$ cat config.mk
export PLATFORM = sky130hd
export DESIGN_NAME = wb_mux_stage
export DESIGN_NICKNAME = d
export VERILOG_FILES = /design/src/rtl/wb_pkg.sv /design/src/rtl/wb_load_fmt.sv /design/src/rtl/wb_mux_stage.sv
export SDC_FILE = /design/constraint.sdc
export NUM_CORES = 1
export LEC_CHECK = 0
export CORE_MARGIN = 2
export CORE_UTILIZATION = 41
export DETAILED_ROUTE_END_ITERATION = 8
export GPL_ROUTABILITY_DRIVEN = 0
export PLACE_DENSITY_LB_ADDON = 0.08
export SLEW_MARGIN = 20
export SYNTH_ARGS = -nofsm -noshare
export SYNTH_HDL_FRONTEND = slang
export SYNTH_SLANG_ARGS = --single-unit
$ cat constraint.sdc
create_clock -name clk -period 1.8 [get_ports clk]
set_input_delay 0.27 -clock clk [delete_from_list [all_inputs] [get_ports clk]]
set_output_delay 0.27 -clock clk [all_outputs]
set_load 0.01 [all_outputs]
$ cat src/rtl/wb_pkg.sv
// Shared types and default source indices for the writeback mux stage.
package wb_pkg;

    typedef enum logic [1:0] {
        LD_BYTE = 2'b00,
        LD_HALF = 2'b01,
        LD_WORD = 2'b10
    } ld_size_e;

    typedef enum logic [1:0] {
        OCC_EMPTY = 2'b00,
        OCC_ONE   = 2'b01,
        OCC_TWO   = 2'b10
    } occ_e;

    localparam int SRC_ALU = 0;
    localparam int SRC_RAM = 1;
    localparam int SRC_PC4 = 2;
    localparam int SRC_IMM = 3;

endpackage

$ cat src/rtl/wb_load_fmt.sv
// Combinational load formatter: picks the byte/halfword lane of a loaded word
// and sign- or zero-extends it to the datapath width.
module wb_load_fmt
    import wb_pkg::*;
#(
    parameter int DATA_W = 32
) (
    input  logic [DATA_W-1:0] data_i,
    input  logic [1:0]        size_i,
    input  logic              sign_i,
    input  logic [1:0]        addr_lo_i,
    output logic [DATA_W-1:0] data_o
);

    logic [31:0]        word_v;
    logic [7:0]         byte_v;
    logic [15:0]        half_v;
    logic signed [7:0]  byte_s;
    logic signed [15:0] half_s;
    logic signed [31:0] word_s;

    assign word_v = data_i[31:0];

    always_comb begin
        case (addr_lo_i)
            2'd0:    byte_v = word_v[7:0];
            2'd1:    byte_v = word_v[15:8];
            2'd2:    byte_v = word_v[23:16];
            default: byte_v = word_v[31:24];
        endcase
        // Halfword lane ignores addr_lo[0]; misaligned halves fall back to the aligned lane.
        half_v = addr_lo_i[1] ? word_v[31:16] : word_v[15:0];
        byte_s = signed'(byte_v);
        half_s = signed'(half_v);
        word_s = signed'(word_v);

        data_o = '0;
        case (size_i)
            LD_BYTE: begin
                if (sign_i) data_o = DATA_W'(byte_s);
                else        data_o = DATA_W'(byte_v);
            end
            LD_HALF: begin
                if (sign_i) data_o = DATA_W'(half_s);
                else        data_o = DATA_W'(half_v);
            end
            default: begin
                if (sign_i) data_o = DATA_W'(word_s);
                else        data_o = DATA_W'(word_v);
            end
        endcase
    end

endmodule

$ cat src/rtl/wb_mux_stage.sv
// Writeback stage: source select + load formatting into a 2-entry skid buffer.
// Define WB_MUX_FWD_EN to expose head/skid entries on fwd_*/fwd2_* bypass ports.
module wb_mux_stage
    import wb_pkg::*;
#(
    parameter int DATA_W   = 32,
    parameter int NUM_SRC  = 4,
    parameter int SEL_W    = $clog2(NUM_SRC),
    parameter int REG_AW   = 4,
    parameter int LOAD_SRC = SRC_RAM
) (
    input  logic                      clk,
    input  logic                      rst_n,
    input  logic                      in_valid,
    output logic                      in_ready,
    input  logic [SEL_W-1:0]          in_sel,
    input  logic [NUM_SRC*DATA_W-1:0] in_src_data,
    input  logic [REG_AW-1:0]         in_rd,
    input  logic [1:0]                in_ld_size,
    input  logic                      in_ld_signed,
    input  logic [1:0]                in_addr_lo,
    output logic                      out_valid,
    input  logic                      out_ready,
    output logic [DATA_W-1:0]         out_data,
    output logic [REG_AW-1:0]         out_rd
`ifdef WB_MUX_FWD_EN
    ,
    output logic                      fwd_valid,
    output logic [REG_AW-1:0]         fwd_rd,
    output logic [DATA_W-1:0]         fwd_data,
    output logic                      fwd2_valid,
    output logic [REG_AW-1:0]         fwd2_rd,
    output logic [DATA_W-1:0]         fwd2_data
`endif
);

    occ_e              state_q, state_d;
    logic              in_ready_q;
    logic [DATA_W-1:0] head_data_q, head_data_d;
    logic [REG_AW-1:0] head_rd_q, head_rd_d;
    logic [DATA_W-1:0] skid_data_q, skid_data_d;
    logic [REG_AW-1:0] skid_rd_q, skid_rd_d;
    logic [DATA_W-1:0] load_data;
    logic [DATA_W-1:0] new_data;
    logic              accept;
    logic              retire;

    wb_load_fmt #(
        .DATA_W(DATA_W)
    ) u_load_fmt (
        .data_i   (in_src_data[LOAD_SRC*DATA_W +: DATA_W]),
        .size_i   (in_ld_size),
        .sign_i   (in_ld_signed),
        .addr_lo_i(in_addr_lo),
        .data_o   (load_data)
    );

    // Out-of-range selects match no source and leave the data at zero.
    always_comb begin
        new_data = '0;
        for (int k = 0; k < NUM_SRC; k++) begin
            if (int'(in_sel) == k) begin
                if (k == LOAD_SRC) new_data = load_data;
                else               new_data = in_src_data[k*DATA_W +: DATA_W];
            end
        end
    end

    assign out_valid = (state_q != OCC_EMPTY);
    assign in_ready  = in_ready_q;
    assign accept    = in_valid & in_ready_q;
    assign retire    = out_valid & out_ready;

    always_comb begin
        state_d     = state_q;
        head_data_d = head_data_q;
        head_rd_d   = head_rd_q;
        skid_data_d = skid_data_q;
        skid_rd_d   = skid_rd_q;
        case (state_q)
            OCC_EMPTY: begin
                if (accept) begin
                    state_d     = OCC_ONE;
                    head_data_d = new_data;
                    head_rd_d   = in_rd;
                end
            end
            OCC_ONE: begin
                if (accept && !retire) begin
                    state_d     = OCC_TWO;
                    skid_data_d = new_data;
                    skid_rd_d   = in_rd;
                end else if (accept && retire) begin
                    head_data_d = new_data;
                    head_rd_d   = in_rd;
                end else if (retire) begin
                    state_d = OCC_EMPTY;
                end
            end
            OCC_TWO: begin
                if (retire) begin
                    state_d     = OCC_ONE;
                    head_data_d = skid_data_q;
                    head_rd_d   = skid_rd_q;
                end
            end
            default: state_d = OCC_EMPTY;
        endcase
    end

    // in_ready is registered from the next state so out_ready never reaches it combinationally.
    always_ff @(posedge clk or negedge rst_n) begin
        if (!rst_n) begin
            state_q     <= OCC_EMPTY;
            in_ready_q  <= 1'b1;
            head_data_q <= '0;
            head_rd_q   <= '0;
            skid_data_q <= '0;
            skid_rd_q   <= '0;
        end else begin
            state_q     <= state_d;
            in_ready_q  <= (state_d != OCC_TWO);
            head_data_q <= head_data_d;
            head_rd_q   <= head_rd_d;
            skid_data_q <= skid_data_d;
            skid_rd_q   <= skid_rd_d;
        end
    end

    assign out_data = head_data_q;
    assign out_rd   = head_rd_q;

`ifdef WB_MUX_FWD_EN
    assign fwd_valid  = out_valid;
    assign fwd_rd     = head_rd_q;
    assign fwd_data   = head_data_q;
    assign fwd2_valid = (state_q == OCC_TWO);
    assign fwd2_rd    = skid_rd_q;
    assign fwd2_data  = skid_data_q;
`endif

endmodule

# After elaboration in Yosys (flattened, before gate mapping)
# Cells that the tools add are included.
[totals]
mem_bits_ro = 0
ram_bits = 0
latchBits = 0
n_memories = 0
wordCells = 57
inputBits = 143
register_bits = 75
output_inout_bits = 38
[op_classes]
eq_ne = 13
multipliers = 0
mux = 25
addsub = 0
n_reduce_logical = 11
bitwise = 2
shifts = 0
n_div = 0
order_cmp = 0
[ops]
columns = ["op", "n"]
rows = [
  ["$mux W32", 10],
  ["$pmux W32 S3", 1],
  ["$pmux W32 S2", 1],
  ["$pmux W8 S3", 1],
  ["$mux W16", 1],
  ["$mux W4", 4],
  ["$pmux W4 S3", 1],
  ["$mux W2", 5],
  ["$ne A2 B2 Y1 const B", 5],
  ["$eq A2 B1 Y1 const B", 4],
  ["$eq A2 B2 Y1 const B", 4],
  ["$logic_not A2 Y1", 4],
  ["$pmux W2 S3", 1],
  ["$reduce_and A5 Y1", 1],
  ["$reduce_bool A3 Y1", 1],
  ["$and A1 B1 Y1", 2],
  ["$logic_and A1 B1 Y1", 2],
  ["$reduce_and A2 Y1", 1],
  ["$reduce_bool A2 Y1", 1],
  ["$logic_not A1 Y1", 1],
]

# Longest topological paths before layout
[depth]
depth_word = 10
mapped_depth = 8
ltp_nobuf = 5

# By module
# Synthesis repeated with hierarchy kept, for this count alone.
[hier_totals]
cells_unflattened = 558
area_unflattened_um2 = 5879.4
[modules_own_cells]
columns = ["mod", "area_per_inst_um2", "seq_area_each_um2", "n_inst", "cells_per_inst"]
rows = [
  ["wb_mux_stage", 5003.5, 1878.1, 1, 443],
  ["wb_load_fmt", 875.8, 0.0, 1, 115],
]

# Worst setup path before layout
# OpenSTA, ideal clock, no wires.
[synth_timing]
path_kind = "input to register"
startpoint = "in in_addr_lo[1]"
endpoint = "reg head_data_q[21], in the netlist out_data[21]"
n_path_buf = 3
t_arrival_ns = 1.961
required_time_ns = 1.674
setup_slack_ns = -0.288
setup_time_ns = 0.126
stages = 7
path_cell_list = "buf_6 mux4_2 a32o_2 buf_6 buf_8 o221a_4 a221o_1"
[synth_between]
elab_chain_len = 10
word_cells_on_any_way = 15
classes_between = "eq/ne: 2; mux: 12; reduce/logical: 1"
[synth_rtl]
columns = ["element", "line_no", "rtl"]
rows = [
  ["start, declared", "wb_mux_stage.sv:21", "input logic [1:0] in_addr_lo,"],
  ["$eq A2 B2 Y1, or another cell as far along", "wb_load_fmt.sv:25", "case (addr_lo_i)"],
  ["$pmux W8 S3", "wb_load_fmt.sv:25", ""],
  ["$mux W32", "wb_load_fmt.sv:40", "if (sign_i) data_o = DATA_W'(byte_s);"],
  ["$pmux W32 S2 *", "wb_load_fmt.sv:38", "case (size_i)"],
  ["$mux W32 * (3 in a row)", "wb_mux_stage.sv:62", "if (int'(in_sel) == k) begin"],
  ["$mux W32", "wb_mux_stage.sv:93", "end else if (accept && retire) begin"],
  ["$mux W32", "wb_mux_stage.sv:89", "if (accept && !retire) begin"],
  ["$pmux W32 S3 *", "wb_mux_stage.sv:80", "case (state_q)"],
  ["end signal, assigned", "wb_mux_stage.sv:123", "head_data_q <= head_data_d;"],
  ["end, declared", "wb_mux_stage.sv:39", "logic [DATA_W-1:0] head_data_q, head_data_d;"],
]
# Mark *: on every way between the ends. The rest lies on a longest branch, timed or not. The select of a mux whose other input is x is not followed.
# A chain may end at the register's enable or synchronous reset.

# Worst setup path after layout
[layout_timing]
startpoint = "in in_src_data[62]"
endpoint = "reg head_data_q[6], in the netlist out_data[6]"
[layout_between]
elab_chain_len = 9
word_cells_on_any_way = 10
classes_between = "mux: 10"
[layout_rtl]
columns = ["element", "line_no", "rtl"]
rows = [
  ["start, declared", "wb_mux_stage.sv:17", "input logic [NUM_SRC*DATA_W-1:0] in_src_data,"],
  ["$pmux W8 S3 *", "wb_load_fmt.sv:25", ""],
  ["$mux W32 *", "wb_load_fmt.sv:40", ""],
  ["$pmux W32 S2 *", "wb_load_fmt.sv:38", ""],
  ["$mux W32 * (3 in a row)", "wb_mux_stage.sv:62", ""],
  ["$mux W32", "wb_mux_stage.sv:93", ""],
  ["$mux W32", "wb_mux_stage.sv:89", ""],
  ["$pmux W32 S3 *", "wb_mux_stage.sv:80", ""],
]
# Marks and branches as above.

==> key figures <==
Worst setup path
  • Worst Path Max Fanout: 3
  • Slowest stage cell, crit path: clkdlybuf4s50_1
  • Critical path type: input port to flop
  • CP Buf/Inv Count: 2
  • Top Family by Delay on Critical Path: compound AO/OA/AOI/OAI gates
  • Critical path arrival: 2.01 ns
  • Worst Setup End Kind: flop
  • CP cell instances: clkdlybuf4s50_1, mux2i_1, a311oi_1, a222oi_1, buf_4, a211oi_1, a21o_1
  • Critical path data required time: 2.02 ns
  • Crit path launch type: input port
  • Slowest cell delay on critical path: 0.50 ns

Die
  • Die area: 12,830 um^2
  • FP Rows: 39
  • I/O pins: 181
  • Initial Util: 42.52%
  • Die height: 113.3 um
  • DIE WIDTH: 113.3 um
  • Core area: 11,520 um^2

Synth
  • Sequential area share after synthesis: 38.35%
  • Yosys top cell area share: 37.81%
  • Synth cell count leaders: 128 x nand2_1, 74 x dfrtp_1, 44 x a21oi_1
  • Number of synthesized flops with an enable pin: 0
  • Main synth FF type: dfrtp_1
  • Post-synthesis sequential element count: 75
  • Synth area leader: dfrtp_1
  • Top-count cell post-synth: nand2_1
  • Main area contributors after synthesis: dfrtp_1 38%, nand2_1 9.8%, mux2i_1 7.6%, a21oi_1 4.5%, a221o_1 4.1%
  • Post-synth cell types: 50
  • Mapped Cells: 577
  • Syn Std Cell Area: 4897 um^2
  • Ys async rst share: 100.0%
  • Synthesized area per cell: 8.487 um^2
  • Synth Warn #: 0
  • Syn Nets: 720

Layout
  • Fill cell count: 934
  • Multi-input combinational cell area: 2917 um^2
  • ANT cells: 0
  • Final Util: 68.14%
  • Ratio of cells with drive above 1 in the final layout: 17.34%
  • Final cell count without fillers: 956
  • FF+latch area: 1879 um^2
  • Cell area after layout: 7848 um^2
  • Fin nets: 952
  • Area grow syn2layout: 60.25%

Timing
  • Slew Limit Fails: 0
  • Achievable clock frequency: 560.0 MHz
  • Worst Max-Slew Pin Slew: 0.7661 ns
  • Setup WS post-layout: 0.01431 ns
  • Hold slack final: 0.4438 ns
  • Final setup viols: 0
  • RSZ-0062 raised after global routing: yes
  • Max-slew headroom: 48.87%
  • Setup TNS: 0 ns
  • Worst clock skew: 0.004714 ns
  • Final worst-path cycle share: 99.21%
  • Hold Fails Final Rpt: 0
  • Final min period: 1.786 ns

Placement
  • Hpwl dp: 14.57 mm
  • Post-placement worst setup slack: -0.6341 ns
  • Area after DPL: 7422 um^2
  • Placed cell count: 937
  • IO buf count: 180

Global routing
  • Largest net degree at the start of global routing: 37
  • GRT Total Usage: 29.45%
  • Vias in the first global route: 5,738
  • Global route hottest layer: met2
  • Met3 Track Usage GR: 4.767%
  • GR Layer Usage met1: 39.53%
  • First-pass GRT wire length: 29.44 mm
  • Initial antenna violation count: 0
  • GRT overflow: 0
  • M2 GR Usage: 48.02%

Power and ir drop
  • Power Internal: 5.625 mW
  • Clk network pwr share: 20.2%
  • Pwr dens: 1088 nW/um^2
  • Sw Share: 34.12%
  • Reg power frac: 35.4%
  • Logic pwr share: 44.4%
  • Pwr Total: 8.538 mW
  • VDD IR max: 0.7231 mV
  • P_sw: 2.913 mW
  • Static Leak: 3.532 nW

Clocking
  • H-Tree Depth: 3
  • Clock sink count: 75
  • CTS tree: built
  • Root buf cell: clkbuf_16
  • Total CTS buffers: 9
  • Worst skew pair latency: 0.33 ns
  • Worst-path clk slew: 0.06 ns
  • Clock Tree Buf Depth: 2

Route
  • ANT nets after route: 0
  • Vias/cell: 6.013
  • Total routed wirelength: 18.90 mm
  • Routed WL per cell: 19.77 um
  • DRT iter0 DRCs: 523
  • Pre-antenna DRT Iters: 8
  • DRC viols: 0
  • DR vias: 5,748

Min path
  • Hold Path Class: input port to async pin

Job
  • Maximum Capacitance Violations: 0

Run status
  • Outcome: completed
[kinds of logic after synthesis]
| logic type | count (synthesis) | synth area share [%] |
|---|---|---|
| buffers and inverters | 54 | 4.752 |
| multiplexers | 46 | 9.862 |
| AND/OR/NAND/NOR | 218 | 20.26 |
| flip-flops | 75 | 38.35 |
| AO/OA/AOI/OAI | 184 | 26.78 |
[state kept, by name (all words and copies together), names as in the netlist]
register     cells
out_data        32
skid_data_q     32
out_rd           4
skid_rd_q        4
state_q          2
in_ready         1
[area by class of cell]
type	count	share of cell area, %
multi-input combinational	449	37.17
sequential	75	23.95
tap	143	2.280
timing repair buffer	270	32.80
clock buffer	10	2.918
clock inverter	5	0.7015
inverter	4	0.1913
[worst register-to-register path, delay by kind of cell, from the launching register on]
kind                   cells  cell delay, ns
buffers and inverters      3            0.46
muxes                      1            0.34
DFF                        1            0.53
and+or+nand+nor            2            0.31
[routing by layer]
metal	share of wire (%)	routed length [um]
met2	47	8870
met4	2.6	499
met3	9.1	1728
met1	41	7800
met5	0	0
[placed cells by master, fill, tap and decap left out, types with 3 or more instances in the layout]
master and count:
a21o_1 4, a221o_1 20, o211ai_1 5, buf_4 79, and3_1 13, a21oi_1 42, o221a_1 3, nor2b_1 9
buf_12 9, inv_1 4, mux2i_1 37, nor2_2 3, and4b_1 4, a22oi_1 9, o21ai_0 25, o221a_4 8
and3b_1 6, nor2_1 26, dlygate4sd2_1 7, dfrtp_1 73, a22o_1 5, o21a_1 10, o2bb2ai_1 7, mux2_2 8
nand2_1 128, o221ai_1 6, a31oi_1 21, nand2b_1 8, nand3_1 8, clkdlybuf4s50_1 168, clkbuf_16 9
[final timing paths]
path                                             start                     endpoint  slack (ns)  cells after the start
setup / recovery                       in_src_data[62]      out_data[6]$_DFFE_PN0P_        0.01                      7
hold / removal                                   rst_n  skid_data_q[16]$_DFFE_PN0P_        0.44                      2
setup reg to reg                    in_ready$_DFF_PN1_  skid_data_q[28]$_DFFE_PN0P_        0.03                      6
hold reg to reg            skid_data_q[23]$_DFFE_PN0P_  skid_data_q[23]$_DFFE_PN0P_        0.46                      2
max in group asynchronous                        rst_n         state_q[0]$_DFF_PN0_        0.75                      3
min in group clk           skid_data_q[23]$_DFFE_PN0P_  skid_data_q[23]$_DFFE_PN0P_        0.46                      2
[timing repair]
item | CTS | global route
resized for setup | 28 | 8
gates cloned | 1 | 0
pin swaps | 10 | 4
buffers inserted | 0 | 2
hold endpoints to repair | 32 | 0
endpoints found under the setup margin | 55 | 35
hold buffers | 1 | 0
[power groups by stage]
stage	registers [mW]	logic [mW]	clock network [mW]
floorplan	3.06	1.50	0
global placement	2.98	3.61	0
detailed placement	3.02	3.70	0
CTS	3.01	3.76	1.75
global route	3.11	4.09	1.81
finish	3.02	3.79	1.73
No activity file was read; power rests on OpenSTA's default activity.
